### src/rtl/nand_init_seq.sv
// NAND power-up init sequencer: POR settle, wait ready, RESET, wait ready, READ ID.
// All pin and status outputs are registered, decoded from the next state/count.
module nand_init_seq #(
    parameter int unsigned T_POR      = 2500,
    parameter int unsigned T_WP       = 2,
    parameter int unsigned T_WH       = 2,
    parameter int unsigned T_WB       = 8,
    parameter int unsigned T_WHR      = 6,
    parameter int unsigned T_RP       = 2,
    parameter int unsigned T_REH      = 2,
    parameter int unsigned RB_TIMEOUT = 50000
) (
    input  logic       clk,
    input  logic       rst,
    input  logic       restart,
    output logic       nand_ce_n,
    output logic       nand_cle,
    output logic       nand_ale,
    output logic       nand_we_n,
    output logic       nand_re_n,
    output logic [7:0] nand_dq_o,
    output logic       nand_dq_oe,
    input  logic [7:0] nand_dq_i,
    input  logic       nand_rb_n,
    output logic       busy,
    output logic       init_done,
    output logic       init_err,
    output logic [1:0] err_code,
    output logic [7:0] maker_id,
    output logic [7:0] device_id
);
    typedef enum logic [3:0] {
        S_POR_WAIT, S_RB_WAIT0, S_CMD_RST, S_WB_WAIT, S_RB_WAIT1, S_CMD_ID, S_ADDR,
        S_WHR_WAIT, S_RD0, S_RD1, S_CHECK, S_DONE, S_ERROR
    } state_e;

    localparam logic [15:0] POR_LAST = 16'(T_POR - 1);
    localparam logic [15:0] WP       = 16'(T_WP);
    localparam logic [15:0] WR_LAST  = 16'(T_WP + T_WH - 1);
    localparam logic [15:0] WB_LAST  = 16'(T_WB - 1);
    localparam logic [15:0] WHR_LAST = 16'(T_WHR - 1);
    localparam logic [15:0] RP       = 16'(T_RP);
    localparam logic [15:0] RP_LAST  = 16'(T_RP - 1);
    localparam logic [15:0] RD_LAST  = 16'(T_RP + T_REH - 1);
    localparam logic [15:0] RB_TO    = 16'(RB_TIMEOUT);

    state_e      state_q, state_d;
    logic [15:0] cnt_q, cnt_d;
    logic [1:0]  rb_sync_q, rb_sync_d;
    logic        rb_s;
    logic        ce_n_q, ce_n_d, cle_q, cle_d, ale_q, ale_d;
    logic        we_n_q, we_n_d, re_n_q, re_n_d, dq_oe_q, dq_oe_d;
    logic [7:0]  dq_o_q, dq_o_d;
    logic        busy_q, busy_d, done_q, done_d, err_q, err_d;
    logic [1:0]  err_code_q, err_code_d;
    logic [7:0]  maker_q, maker_d, dev_q, dev_d;

    assign rb_s      = rb_sync_q[1];
    assign rb_sync_d = {rb_sync_q[0], nand_rb_n};

    always_comb begin
        state_d    = state_q;
        cnt_d      = cnt_q + 16'd1;
        err_code_d = err_code_q;
        maker_d    = maker_q;
        dev_d      = dev_q;

        case (state_q)
            S_POR_WAIT: if (cnt_q >= POR_LAST) begin state_d = S_RB_WAIT0; cnt_d = '0; end
            S_RB_WAIT0: begin
                // ready wins over a coincident timeout
                if (rb_s) begin
                    state_d = S_CMD_RST; cnt_d = '0;
                end else if (cnt_q >= RB_TO) begin
                    state_d = S_ERROR; cnt_d = '0; err_code_d = 2'd1;
                end
            end
            S_CMD_RST:  if (cnt_q >= WR_LAST) begin state_d = S_WB_WAIT; cnt_d = '0; end
            S_WB_WAIT:  if (cnt_q >= WB_LAST) begin state_d = S_RB_WAIT1; cnt_d = '0; end
            S_RB_WAIT1: begin
                if (rb_s) begin
                    state_d = S_CMD_ID; cnt_d = '0;
                end else if (cnt_q >= RB_TO) begin
                    state_d = S_ERROR; cnt_d = '0; err_code_d = 2'd2;
                end
            end
            S_CMD_ID:   if (cnt_q >= WR_LAST) begin state_d = S_ADDR; cnt_d = '0; end
            S_ADDR:     if (cnt_q >= WR_LAST) begin state_d = S_WHR_WAIT; cnt_d = '0; end
            S_WHR_WAIT: if (cnt_q >= WHR_LAST) begin state_d = S_RD0; cnt_d = '0; end
            S_RD0: begin
                if (cnt_q == RP_LAST) maker_d = nand_dq_i;
                if (cnt_q >= RD_LAST) begin state_d = S_RD1; cnt_d = '0; end
            end
            S_RD1: begin
                if (cnt_q == RP_LAST) dev_d = nand_dq_i;
                if (cnt_q >= RD_LAST) begin state_d = S_CHECK; cnt_d = '0; end
            end
            S_CHECK: begin
                cnt_d = '0;
                if (maker_q == 8'h00 || maker_q == 8'hFF) begin
                    state_d = S_ERROR; err_code_d = 2'd3;
                end else begin
                    state_d = S_DONE;
                end
            end
            default: begin
                // DONE / ERROR: park until restart
                cnt_d = cnt_q;
                if (restart) begin
                    state_d = S_RB_WAIT0; cnt_d = '0;
                    err_code_d = 2'd0; maker_d = 8'h00; dev_d = 8'h00;
                end
            end
        endcase

        ce_n_d  = 1'b1;
        cle_d   = 1'b0;
        ale_d   = 1'b0;
        we_n_d  = 1'b1;
        re_n_d  = 1'b1;
        dq_o_d  = 8'h00;
        dq_oe_d = 1'b0;
        case (state_d)
            S_RB_WAIT0, S_WB_WAIT, S_RB_WAIT1, S_WHR_WAIT: ce_n_d = 1'b0;
            S_CMD_RST, S_CMD_ID, S_ADDR: begin
                ce_n_d  = 1'b0;
                cle_d   = (state_d != S_ADDR);
                ale_d   = (state_d == S_ADDR);
                dq_o_d  = (state_d == S_CMD_RST) ? 8'hFF : (state_d == S_CMD_ID) ? 8'h90 : 8'h00;
                dq_oe_d = 1'b1;
                we_n_d  = (cnt_d >= WP);
            end
            S_RD0, S_RD1: begin
                ce_n_d = 1'b0;
                re_n_d = (cnt_d >= RP);
            end
            default: ;
        endcase
        busy_d = !(state_d == S_DONE || state_d == S_ERROR);
        done_d = (state_d == S_DONE);
        err_d  = (state_d == S_ERROR);
    end

    always_ff @(posedge clk) begin
        if (rst) begin
            state_q    <= S_POR_WAIT;
            cnt_q      <= '0;
            rb_sync_q  <= '0;
            ce_n_q     <= 1'b1;
            cle_q      <= 1'b0;
            ale_q      <= 1'b0;
            we_n_q     <= 1'b1;
            re_n_q     <= 1'b1;
            dq_o_q     <= 8'h00;
            dq_oe_q    <= 1'b0;
            busy_q     <= 1'b1;
            done_q     <= 1'b0;
            err_q      <= 1'b0;
            err_code_q <= 2'd0;
            maker_q    <= 8'h00;
            dev_q      <= 8'h00;
        end else begin
            state_q    <= state_d;
            cnt_q      <= cnt_d;
            rb_sync_q  <= rb_sync_d;
            ce_n_q     <= ce_n_d;
            cle_q      <= cle_d;
            ale_q      <= ale_d;
            we_n_q     <= we_n_d;
            re_n_q     <= re_n_d;
            dq_o_q     <= dq_o_d;
            dq_oe_q    <= dq_oe_d;
            busy_q     <= busy_d;
            done_q     <= done_d;
            err_q      <= err_d;
            err_code_q <= err_code_d;
            maker_q    <= maker_d;
            dev_q      <= dev_d;
        end
    end

    assign nand_ce_n  = ce_n_q;
    assign nand_cle   = cle_q;
    assign nand_ale   = ale_q;
    assign nand_we_n  = we_n_q;
    assign nand_re_n  = re_n_q;
    assign nand_dq_o  = dq_o_q;
    assign nand_dq_oe = dq_oe_q;
    assign busy       = busy_q;
    assign init_done  = done_q;
    assign init_err   = err_q;
    assign err_code   = err_code_q;
    assign maker_id   = maker_q;
    assign device_id  = dev_q;
endmodule

### config.mk
export PLATFORM = sky130hd
export DESIGN_NAME = nand_init_seq
export DESIGN_NICKNAME = d
export VERILOG_FILES = /design/src/rtl/nand_init_seq.sv
export SDC_FILE = /design/constraint.sdc
export NUM_CORES = 1
export LEC_CHECK = 0
export ABC_AREA = 1
export ABC_CLOCK_PERIOD_IN_PS = 2000
export CORE_ASPECT_RATIO = 0.7
export CORE_MARGIN = 1
export CORE_UTILIZATION = 55
export DETAILED_ROUTE_END_ITERATION = 16
export PLACE_DENSITY = 0.88
export SLEW_MARGIN = 20
export SYNTH_ARGS = -nofsm -noshare
export SYNTH_HDL_FRONTEND = slang
export SYNTH_SLANG_ARGS = --single-unit
### constraint.sdc
create_clock -name clk -period 2 [get_ports clk]
set_input_delay 0.4 -clock clk [delete_from_list [all_inputs] [get_ports clk]]
set_output_delay 0.4 -clock clk [all_outputs]
set_load 0.01 [all_outputs]
After elaboration in Yosys (flattened, before gate mapping)
Cells that the tools add are included.
{"block": "totals", "inputBits": 12, "out_inout_bits": 35, "register_bits": 57, "wordCells": 117}
{"block": "classes", "n_reduce_logical": 21, "eq_ne": 31, "mux": 37, "magnitude_cmp": 6, "bitwise_logic": 5, "n_addsub": 1}
{"cell": "$mux 16", "count": 7}
{"cell": "$pmux 16 s6", "count": 1}
{"cell": "$mux 4", "count": 12}
{"cell": "$pmux 4 s11", "count": 1}
{"cell": "$eq 4x3->1 const B", "count": 8}
{"cell": "$ge 16x2->1 const B", "count": 2}
{"cell": "$ge 16x3->1 const B", "count": 2}
{"cell": "$mux 8", "count": 4}
{"cell": "$pmux 8 s2", "count": 2}
{"cell": "$eq 4x4->1 const B", "count": 7}
{"cell": "$reduce_or 10->1", "count": 2}
{"cell": "$add 16x1->16 const B", "count": 1}
{"cell": "$eq 16x1->1 const B", "count": 1}
{"cell": "$eq 4x2->1 const B", "count": 4}
{"cell": "$ge 16x12->1 const B", "count": 1}
{"cell": "$ge 16x16->1 const B", "count": 1}
{"cell": "$ne 2x2->1 const B", "count": 7}
{"cell": "$mux 2", "count": 6}
{"cell": "$reduce_or 9->1", "count": 1}
{"cell": "$eq 4x1->1 const B", "count": 2}
{"cell": "$eq 8x8->1 const B", "count": 1}
{"cell": "$logic_not 8->1", "count": 1}
{"cell": "$pmux 2 s4", "count": 1}
{"cell": "$reduce_or 2->1", "count": 4}
{"cell": "14 further kinds", "count": 22}

Depth between registers and ports, before layout
{"block": "depth", "ltp_word": 8, "depth_mapped": 16, "depth_no_buf": 15}

Worst setup path before layout
No wires, ideal clock.
{"block": "synth_timing", "kind": "flip-flop to flip-flop", "start": "reg cnt_q[0]", "end": "reg dq_oe_q, in the netlist nand_dq_oe", "t_required_ns": 1.885, "setup_ns": 0.115, "path_stages_with_launch": 15, "arrival_time_ns": 1.761, "n_path_buf": 1, "setup_slack_ns": 0.124, "cell_sequence": "dfxtp_1 buf_2 inv_1 ha_1 a21boi_0 nor2_1 nand3_2 nand3_1 nor2_2 nand3_2 nand2_1 nor2_1 nand2_1 nand3_1 and2_1"}
{"block": "synth_between", "elab_chain_len": 7}
{"element": "start: declaration", "line_no": "48", "text": "logic [15:0] cnt_q, cnt_d;"}
{"element": "start signal: assignment", "line_no": "164", "text": "cnt_q <= cnt_d;"}
{"element": "$ge 16x16->1", "line_no": "74, 83"}
{"element": "$mux 4", "line_no": "74, 83"}
{"element": "$mux 4 (on tied branches)", "line_no": "81, 72"}
{"element": "$pmux 4 s11 *", "line_no": "68", "text": "case (state_q)"}
{"element": "$eq 4x3->1 / $eq 4x2->1 (equally long branches)", "line_no": "123", "text": "case (state_d)"}
{"element": "$reduce_or 3->1 *"}
{"element": "$mux 1 *", "line_no": "123"}
{"element": "end signal: assignment", "line_no": "172", "text": "dq_oe_q <= dq_oe_d;"}
{"element": "end: declaration", "line_no": "52", "text": "logic we_n_q, we_n_d, re_n_q, re_n_d, dq_oe_q, dq_oe_d;"}
Every way passes the cells marked *; elsewhere a longest branch is shown, timed or not.
A chain may end at the register's enable or synchronous reset.

Worst setup path after layout
{"block": "layout_timing", "start": "reg state_q[0]", "end": "reg busy_q, in the netlist busy"}
{"block": "layout_between", "elab_chain_len": 6}
{"element": "start: declaration", "line_no": "47", "text": "state_e state_q, state_d;"}
{"element": "start signal: assignment", "line_no": "163", "text": "state_q <= state_d;"}
{"element": "$mux 4", "line_no": "74, 83"}
{"element": "$mux 4 (on tied branches)", "line_no": "81, 72"}
{"element": "$pmux 4 s11 *", "line_no": "68"}
{"element": "$eq 4x4->1", "line_no": "139", "text": "busy_d = !(state_d == S_DONE || state_d == S_ERROR);"}
{"element": "$logic_or 1x1->1 *", "line_no": "139"}
{"element": "$logic_not 1->1 *", "line_no": "139"}
{"element": "end signal: assignment", "line_no": "173", "text": "busy_q <= busy_d;"}
{"element": "end: declaration", "line_no": "54", "text": "logic busy_q, busy_d, done_q, done_d, err_q, err_d;"}
Marks and branches as above.

==> results by group <==
STA
  – Hold Violations, Final: 0
  – # setup viols final: 14
  – PnR worst setup slack: -0.311 ns
  – Hold slack final: 0.446 ns
  – Final period util: 116%
  – Highest clock rate: approximately 430 MHz
  – Final-report max-slew violation count: 0
  – RSZ-0062 raised after global routing: yes
  – Measured slew at the worst slew-check pin: between 0.5 and 0.6 ns
  – Final min period: around 2.3 ns
  – Skew final: 0.00807 ns
  – Slew margin rel.: 61.3%

Synthesis
  – Cell Area, Synth: 3460 um2
  – Register area share after synthesis: 29.5%
  – Synthesized instance count: between 500 and 600
  – Flops & latches, synth: 51
  – Ys Warns: 0
  – Syn_area_per_cell: 5.90 um2
  – Yosys cell types: 38
  – Post-synth EDFFs: 0
  – Syn_nets: 601
  – Synth Flop Type: dfxtp_1
  – Fraction of registers with async set/reset: 0%

Final layout
  – Commonest non-fill, non-tap cells in the layout: 126 x nand2_1, 82 x buf_4, 71 x nor2_1
  – Inserted Diodes: 0
  – Area grow syn2layout: 54.0%
  – Fillers: 284
  – Nets: 729
  – Share of layout cells above drive strength 1: around a third
  – Commonest non-fill, non-tap cell in the layout: nand2_1
  – Fin util: 90.2%

Place
  – Placer Congestion: 1.04
  – Buffers added on ports: between 40 and 50
  – Hpwl dp: 9030 um
  – Place WS: -0.156 ns

Global routing
  – First-pass GRT wire length: 18300 um
  – Number of global-route vias before repair: between 3000 and 4000
  – Largest net degree at the start of global routing: 35
  – Global route overflow: 0
  – Initial antenna violation count: 0
  – Overall Global Routing Usage: between 30% and 40%

Min path
  – Hold WC Path Type: flop to flop

Setup path
  – CP max-delay cell: dfxtp_2
  – CP Launch Type: flop
  – CP Class: flop to flop
  – Crit path top cell by count: nor2_1
  – CP max stage delay: between 0.3 and 0.4 ns
  – Worst Path Max Fanout: 6
  – Critical path endpoint category: flop
  – Critical path required time: 2.21 ns
  – CP arrival: 2.52 ns
  – Worst-path cell chain: inv_2 -> nand2_1 -> nor2_1 -> nand3_2 -> o21ai_0 -> nor2_1 -> nand4_1 -> buf_6 -> nand4_1 -> nor2_2 -> nor2_1

Power
  – Power density over the cells: 371 nW/um2
  – Peak VDD IR: 0.000360 V
  – Lkg Pwr: about 2.6 nW

Run
  – Max-cap violations: 0

Die
  – Die area: roughly 6600 um2
  – # IOs: 47
  – Starting Density: 58.6%
  – Die height: 68.3 um
  – Die W: 96.7 um
  – Core Box Area: 5900 um2
  – # rows: 23

CTS
  – H-tree levels: 2
  – CTS tree: built
  – Bufs on Longest Clock Path: 2
  – Clk pin slew, worst setup/hold paths: roughly 0.11 ns
  – CTS buffer count: 5
  – Root Buffer: clkbuf_8
  – Hold Buf Count CTS: 0
  – CTS Sinks: 51
  – Clk Latency, worst-skew pair: 0.32 ns

Route
  – Via-per-instance ratio: 6.12
  – WL/cell: between 15 and 20 um
  – DRT Pass-1 Iters: 7
  – Drt first-iter violations: 907
  – DRC: 0
  – Via count: between 4000 and 5000
  – Antenna Nets Post-Route: 0
  – Final WL: 14500 um

Status
  – Status: finished with violations
  – Failing checks: setup timing
cells by family (layout without fill, tap and decap cells):
kind of cell    count (synthesis)  count (layout)  share of synthesized area [%]
simple gates                  377             377                           48.2
buf+inv                       102             231                           12.6
compound gates                 52              52                           8.33
flops                          51              51                           29.5
fa+ha+maj                       3               3                           1.09
xor+xnor                        1               1                          0.253
synth_stat cells (2+ instances only):
library cell | count | share of area [%]
nand2_1 | 152 | 17
nor2_1 | 99 | 11
nand3_1 | 76 | 11
inv_1 | 75 | 8.1
dfxtp_1 | 51 | 30
a21oi_1 | 27 | 3.9
nand4_1 | 21 | 3.8
o21ai_0 | 12 | 1.7
nor2_2 | 8 | 1.4
buf_2 | 6 | 0.87
buf_4 | 6 | 1.3
nand2_2 | 6 | 1.1
clkbuf_1 | 5 | 0.54
inv_2 | 5 | 0.54
nor3_1 | 4 | 0.58
buf_6 | 3 | 0.98
ha_1 | 3 | 1.1
nand3_2 | 3 | 0.87
a31oi_1 | 2 | 0.36
clkinv_1 | 2 | 0.22
o21ai_1 | 2 | 0.29
o21bai_1 | 2 | 0.43
final cells by class:
type | instances | area (um2) | share of cell area [%]
Clock buffer | 5 | 68.8 | 1.29
Clock inverter | 3 | 27.5 | 0.517
Multi-Input combinational cell | 433 | 2520 | 47.3
Inverter | 82 | 320 | 6.02
Tap cell | 75 | 93.8 | 1.76
Sequential cell | 51 | 1050 | 19.8
Timing Repair Buffer | 141 | 1240 | 23.3
stage by stage:
stage          setup TNS, ns  area (um2)  total power [mW]  std cells
3_3_place_gp          -0.277        4510              1.22        767
2_1_floorplan              0        3460              1.14        586
5_1_grt                -2.21        5320              2.02        790
6_report               -2.11        5320              1.98        790
3_5_place_dp          -0.939        4510              1.23        767
4_1_cts             -0.00806        4810              1.89        783
path summary, 6_finish.rpt:
kind | to | slack (ns) | start | depth (start not counted)
setup reg to reg | busy | -0.31 | state_q[0] | 11
hold reg to reg | rb_sync_q[1] | 0.45 | rb_sync_q[0] | 2
hold / removal | rb_sync_q[1] | 0.45 | rb_sync_q[0] | 2
setup / recovery | busy | -0.31 | state_q[0] | 11
sequential cells by signal (all words and copies together), names as in the netlist:
signal / count
nand_cle: 1
nand_dq_oe: 1
maker_id: 8
err_code: 2
nand_ce_n: 1
nand_re_n: 1
device_id: 8
nand_we_n: 1
state_q: 4
busy: 1
rb_sync_q: 2
init_err: 1
nand_dq_o: 2
cnt_q: 16
init_done: 1
nand_ale: 1
routing by layer:
layer	part of all wire (%)	vias up	GRT usage, %
met5	0	-	0
met4	3.9	0	8.40
met3	14	102	12.2
met2	45	420	56.7
met1	37	2186	47.2
li1	-	2129	-
report_power, final:
part / internal [mW] / total (mW) / switching, mW
sequential: 1.02 / 1.03 / 0.0109
clock: 0.261 / 0.679 / 0.418
combinational: 0.118 / 0.268 / 0.150
total: 1.40 / 1.98 / 0.579
worst max-delay path: cells and delay by family, from the launching register on:
kind / cells / cell delay [ns]
compound gates: 1 / 0.18
flops: 1 / 0.39
buf+inv: 2 / 0.29
simple gates: 8 / 1.33
timing repair:
| item | CTS | global route |
|---|---|---|
| setup endpoints to repair | 11 | 29 |
| buffers inserted | 8 | 8 |
| resized for setup | 49 | 132 |
| pin swaps | 29 | 56 |
Power figures use the tool's default switching activity.
==> variant 1 (same settings) <==
Put one more register stage on the output `nand_re_n`, cleared by the reset. The value now appears one clock later. The other outputs are not delayed to match.
--- a/src/rtl/nand_init_seq.sv
+++ b/src/rtl/nand_init_seq.sv
@@ -183,7 +183,13 @@
     assign nand_cle   = cle_q;
     assign nand_ale   = ale_q;
     assign nand_we_n  = we_n_q;
-    assign nand_re_n  = re_n_q;
+    always_ff @(posedge clk) begin
+        if (rst) begin
+            nand_re_n <= '0;
+        end else begin
+            nand_re_n <= re_n_q;
+        end
+    end
     assign nand_dq_o  = dq_o_q;
     assign nand_dq_oe = dq_oe_q;
     assign busy       = busy_q;
Formal check against the unedited RTL: not equivalent (Yosys sat finds a counterexample within 4 cycles, from zero or initial values and one cycle with rst high).
==> variant 1 against the original RTL <==
Critical path depth is 4 higher; sequential cell count up 1; wire length is 14% higher; area after synthesis fell by 0.54%; the run still ends with negative setup slack left; die area down 0.53%; total power down 1.0%; first-iteration DRC count fell by 6.8%; design area down 1.8%; worst setup slack worse by 16 ps; highest routed layer is now met5; sequential share of layout area grew 0.66 points.
==> variant 1: results (changes against the original RTL) <==
status finished, violations left (unchanged); failing checks negative setup slack (unchanged); Worst EP arrival 2560 ps (was 2520 ps); Primary FF master, synth dfxtp_1 (unchanged); #FFs+latches synth 52 (was 51); number of DRC markers in iteration 0 845 (was 907); Fill cells 269 (was 284); vias in the first global route 4321 (was 3830); non-clock inverter count 78 (was 82); Placed Cells 757 (was 767); Net Sw Power 0.570 mW (was 0.579 mW); final non-filler cell total 785 (was 790); buffering overhead 25.9% (was 23.3%); Synth cell types 36 (was 38); Tot GR Track Use 43.5% (was 35.7%); Area contributors post-synth dfxtp_1 (30%), nand2_1 (16%), nand3_1 (10%) (was dfxtp_1 (30%), nand2_1 (17%), nand3_1 (11%)); Core Box Area 5870 µm² (was 5900 µm²); Clk network pwr share 34.1% (was 34.3%); ys async rst share 0% (unchanged); max reg flops 16 (unchanged); DP HPWL 9000 µm (was 9030 µm); Multi-In Gates 411 (was 433); Multi-input gate area 2320 µm² (was 2520 µm²); post-synthesis cell count 562 (was 586); Syn Nets 577 (was 601); bufs w/o clock 161 (was 141); FF+latch area 1070 µm² (was 1050 µm²); largest net degree at the start of global routing 22 (was 35); GRT met2 Usage 69.3% (was 56.7%); final net count 724 (was 729); total leakage power 2.54 nW (was 2.59 nW); CP max FO 3 (was 6); Post-synth top cells nand2_1 (143), nor2_1 (84), nand3_1 (72) (was nand2_1 (152), nor2_1 (99), nand3_1 (76)); TNS Setup -3230 ps (was -2110 ps); grt met1 use 51.7% (was 47.2%); DP Area 4570 µm² (was 4510 µm²); TritonRoute pass-1 iters 6 (was 7); initial antenna violation count 0 (unchanged); combinational power share 12.2% (was 13.5%); global-route wire length before repair 21000 µm (was 18300 µm); WL/cell 21.0 µm (was 18.3 µm); GP Congestion 0.950 (was 1.04); number of H-tree levels 2 (unchanged); Worst Skew 5.85 ps (was 8.07 ps); met3 Usage GRT 17.1% (was 12.2%); vias per cell 6.48 (was 6.12); Worst Tran Pin Value 544 ps (was 580 ps); clock network area share 1.72% (was 1.81%); share of cells above drive strength 1 33.8% (was 35.1%); Setup violations, final 27 (was 14); maximum VDD drop 0.000334 V (was 0.000360 V); Power Internal 1.39 mW (was 1.40 mW); total CTS buffers 5 (unchanged); post-synthesis sequential area ratio 30.3% (was 29.5%); setup ws final -326 ps (was -311 ps); Post-Place Setup Slack -292 ps (was -156 ps); most flop-heavy register cnt_q (unchanged)
variant 1: cell types whose count changed after synthesis, sizes merged, moves of 2 or more:
| cell | change |
|---|---|
| nor2 | -11 |
| nand3 | -6 |
| inv | -5 |
| nand2 | -5 |
| and2 | +2 |
| buf | +2 |
| nand4 | +2 |
| nor3 | +2 |
| o21ai | -2 |
| o21bai | -2 |
variant 1: per-layer routing:
metal | vias up | part of all wire (%)
met5 | - | 0.56
met4 | 4 | 8.5
met3 | 197 | 16
met2 | 545 | 42
met1 | 2249 | 34
li1 | 2092 | -
variant 1: cell families (layout without fill, tap and decap cells):
kind of cell / after synthesis / after routing / synth area share [%]
adder cells (fa/ha/maj): 3 / 3 / 1.09
buffers and inverters: 100 / 247 / 12.7
flip-flops: 52 / 52 / 30.3
AO/OA/AOI/OAI: 48 / 48 / 7.64
AND/OR/NAND/NOR: 359 / 360 / 48.2
variant 1: through the flow:
step | hold slack, ps | util, %
after global routing | 426 | 89.0
after floorplan | 388 | -
final | 414 | 89.0
after global placement | 390 | 77.8
after detailed placement | 399 | 77.8
after CTS | 414 | 85.3
variant 1: what timing repair did:
| item | in CTS | in global routing |
|---|---|---|
| gates cloned | 0 | 1 |
| setup endpoints to repair | 15 | 25 |
| buffers inserted | 11 | 9 |
| pin swaps | 26 | 24 |
| gates resized for setup | 85 | 45 |
variant 1: final timing paths:
path         slack, ps                    start  cells after the start                      end
min                410  rb_sync_q[0]$_SDFF_PP0_                      2  rb_sync_q[1]$_SDFF_PP0_
max               -330      cnt_q[6]$_SDFF_PP0_                     15     nand_we_n$_SDFF_PP1_
max reg2reg       -330      cnt_q[6]$_SDFF_PP0_                     15     nand_we_n$_SDFF_PP1_
min reg2reg        410  rb_sync_q[0]$_SDFF_PP0_                      2  rb_sync_q[1]$_SDFF_PP0_
==> variant 2 (config.mk and constraints unchanged) <==
Made on the original files. `T_POR`: 2500 -> 1250.
--- a/src/rtl/nand_init_seq.sv
+++ b/src/rtl/nand_init_seq.sv
@@ -1,7 +1,7 @@
 // NAND power-up init sequencer: POR settle, wait ready, RESET, wait ready, READ ID.
 // All pin and status outputs are registered, decoded from the next state/count.
 module nand_init_seq #(
-    parameter int unsigned T_POR      = 2500,
+    parameter int unsigned T_POR      = 1250,
     parameter int unsigned T_WP       = 2,
     parameter int unsigned T_WH       = 2,
     parameter int unsigned T_WB       = 8,
Formal check against the unedited RTL: no difference found for any inputs over 10 cycles, from zero or initial values and one cycle with rst high; that may be too few to reach the edited logic, so the function may still have changed.
==> variant 2 against the original RTL <==
The run still ends with negative setup slack left; area after synthesis down 3.1%; design area down 5.8%; total power down 3.2%; sequential cell count unchanged; die area down 3.0%; worst setup slack better by 170 ps; critical path type unchanged; wire length down 9.8%; cell count down 2.3%.
==> variant 2: results (changes against the original RTL) <==
status finished, violations left (unchanged); failing checks negative setup slack (unchanged); number of DRC markers in iteration 0 644 (was 907); maximum VDD drop 0.000417 V (was 0.000360 V); Area contributors post-synth dfxtp_1 (30%), nand2_1 (17%), nor2_1 (11%) (was dfxtp_1 (30%), nand2_1 (17%), nand3_1 (11%)); Worst Reg-to-Reg Cells 13 (was 11); setup ws final -141 ps (was -311 ps); reg-to-reg startpoint cnt_q[3]$_SDFF_PP0_ (was state_q[0]$_SDFF_PP0_); DP HPWL 8760 µm (was 9030 µm); hold slack 428 ps (was 446 ps); Fill cells 322 (was 284); final net count 713 (was 729); TritonRoute pass-1 iters 5 (was 7); met3 Usage GRT 6.31% (was 12.2%); Setup violations, final 10 (was 14); Worst path slowest cell dfxtp_1 (was dfxtp_2); Post-synth top cells nand2_1 (151), nor2_1 (95), inv_1 (69) (was nand2_1 (152), nor2_1 (99), nand3_1 (76)); largest net degree at the start of global routing 22 (was 35); Tot GR Track Use 37.3% (was 35.7%); post-synthesis sequential area ratio 30.5% (was 29.5%); share of cells above drive strength 1 32.1% (was 35.1%); CP max FO 4 (was 6); Syn Nets 583 (was 601); Worst Tran Pin Value 408 ps (was 580 ps); ys async rst share 0% (unchanged); Worst Skew 7.61 ps (was 8.07 ps); CP max stage delay 480 ps (was 390 ps); final wirelength 13100 µm (was 14500 µm); TNS Setup -934 ps (was -2110 ps); grt met1 use 53.7% (was 47.2%); vias per cell 5.90 (was 6.12); Post-Place Setup Slack -191 ps (was -156 ps); Net Sw Power 0.537 mW (was 0.579 mW); WHS Endpoint rb_sync_q[1]$_SDFF_PP0_ (unchanged); worst reg2reg path endpoint nand_dq_oe$_SDFF_PP0_ (was busy$_SDFF_PP1_); Worst EP arrival 2400 ps (was 2520 ps); global-route wire length before repair 18100 µm (was 18300 µm)
variant 2: cell types whose count changed after synthesis, moves of 3 or more:
| cell | delta |
|---|---|
| a21oi_1 | +6 |
| inv_1 | -6 |
| inv_2 | +5 |
| nand3_1 | -17 |
| nand4_1 | +7 |
| nor2_1 | -4 |
| o21ai_0 | -3 |
variant 2: power by group through the flow:
stage                     Sequential [mW]  Combinational [mW]  Clock (mW)
after floorplan                      1.05              0.0744           0
after global placement               1.05               0.163           0
after detailed placement             1.06               0.167           0
after CTS                            1.03               0.185       0.657
after global routing                 1.04               0.226       0.692
final                                1.03               0.215       0.664
variant 2: worst reg2reg max path: stages (launching register included):
cell     delay (ps)
dfxtp_1         480
nor2_1          120
nand2_1          90
nor2_2           50
buf_4           130
buf_4           120
nand3_1         100
nand3_1         100
nor2_2          170
nand3_4         130
a21oi_4         230
o21ai_4          90
buf_4           150
a21oi_2         130
variant 2: routing by layer:
layer	part of all wire, %	up-vias
met3	12	87
met4	4.4	0
met5	0	-
li1	-	2057
met1	40	2067
met2	43	346
variant 2: per-stage QoR:
step / instances / area (µm²)
3_5_place_dp: 749 / 4410
6_report: 772 / 5010
4_1_cts: 767 / 4710
2_1_floorplan: 566 / 3350
3_3_place_gp: 749 / 4410
5_1_grt: 772 / 5010
variant 2: repair_timing:
item | 4_1_cts | 5_1_grt
setup buffers | 10 | 5
pin swaps | 7 | 23
setup endpoints to repair | 11 | 29
gates resized for setup | 39 | 83
variant 2: worst max-delay path by stage:
stage,to,slack [ps],cells past startpoint
after floorplan,nand_cle$_SDFF_PP0_,100,16
after global placement,nand_we_n$_SDFF_PP1_,-100,12
after detailed placement,nand_dq_o[4]$_SDFF_PP0_,-190,15
after CTS,nand_we_n$_SDFF_PP1_,-4,14
after global routing,nand_we_n$_SDFF_PP1_,-290,15
final,nand_dq_oe$_SDFF_PP0_,-140,13
variant 2: area by class of cell:
| cell class | instances | area share (%) |
|---|---|---|
| multi-input cells | 413 | 44.9 |
| repair buffers | 143 | 24.2 |
| flip-flops and latches | 51 | 20.9 |
| inverters | 82 | 6.26 |
| well taps | 75 | 1.87 |
| clock buffers | 5 | 1.37 |
| clock inverters | 3 | 0.549 |
variant 2: logic make-up (layout without fill, tap and decap cells):
logic type,count (synthesis),in the layout,synth area share [%]
AOI/OAI and AO/OA,51,51,8.18
adders and majority gates,5,5,1.87
buffers and inverters,102,233,12.6
DFF,51,51,30.5
and+or+nand+nor,357,357,46.9
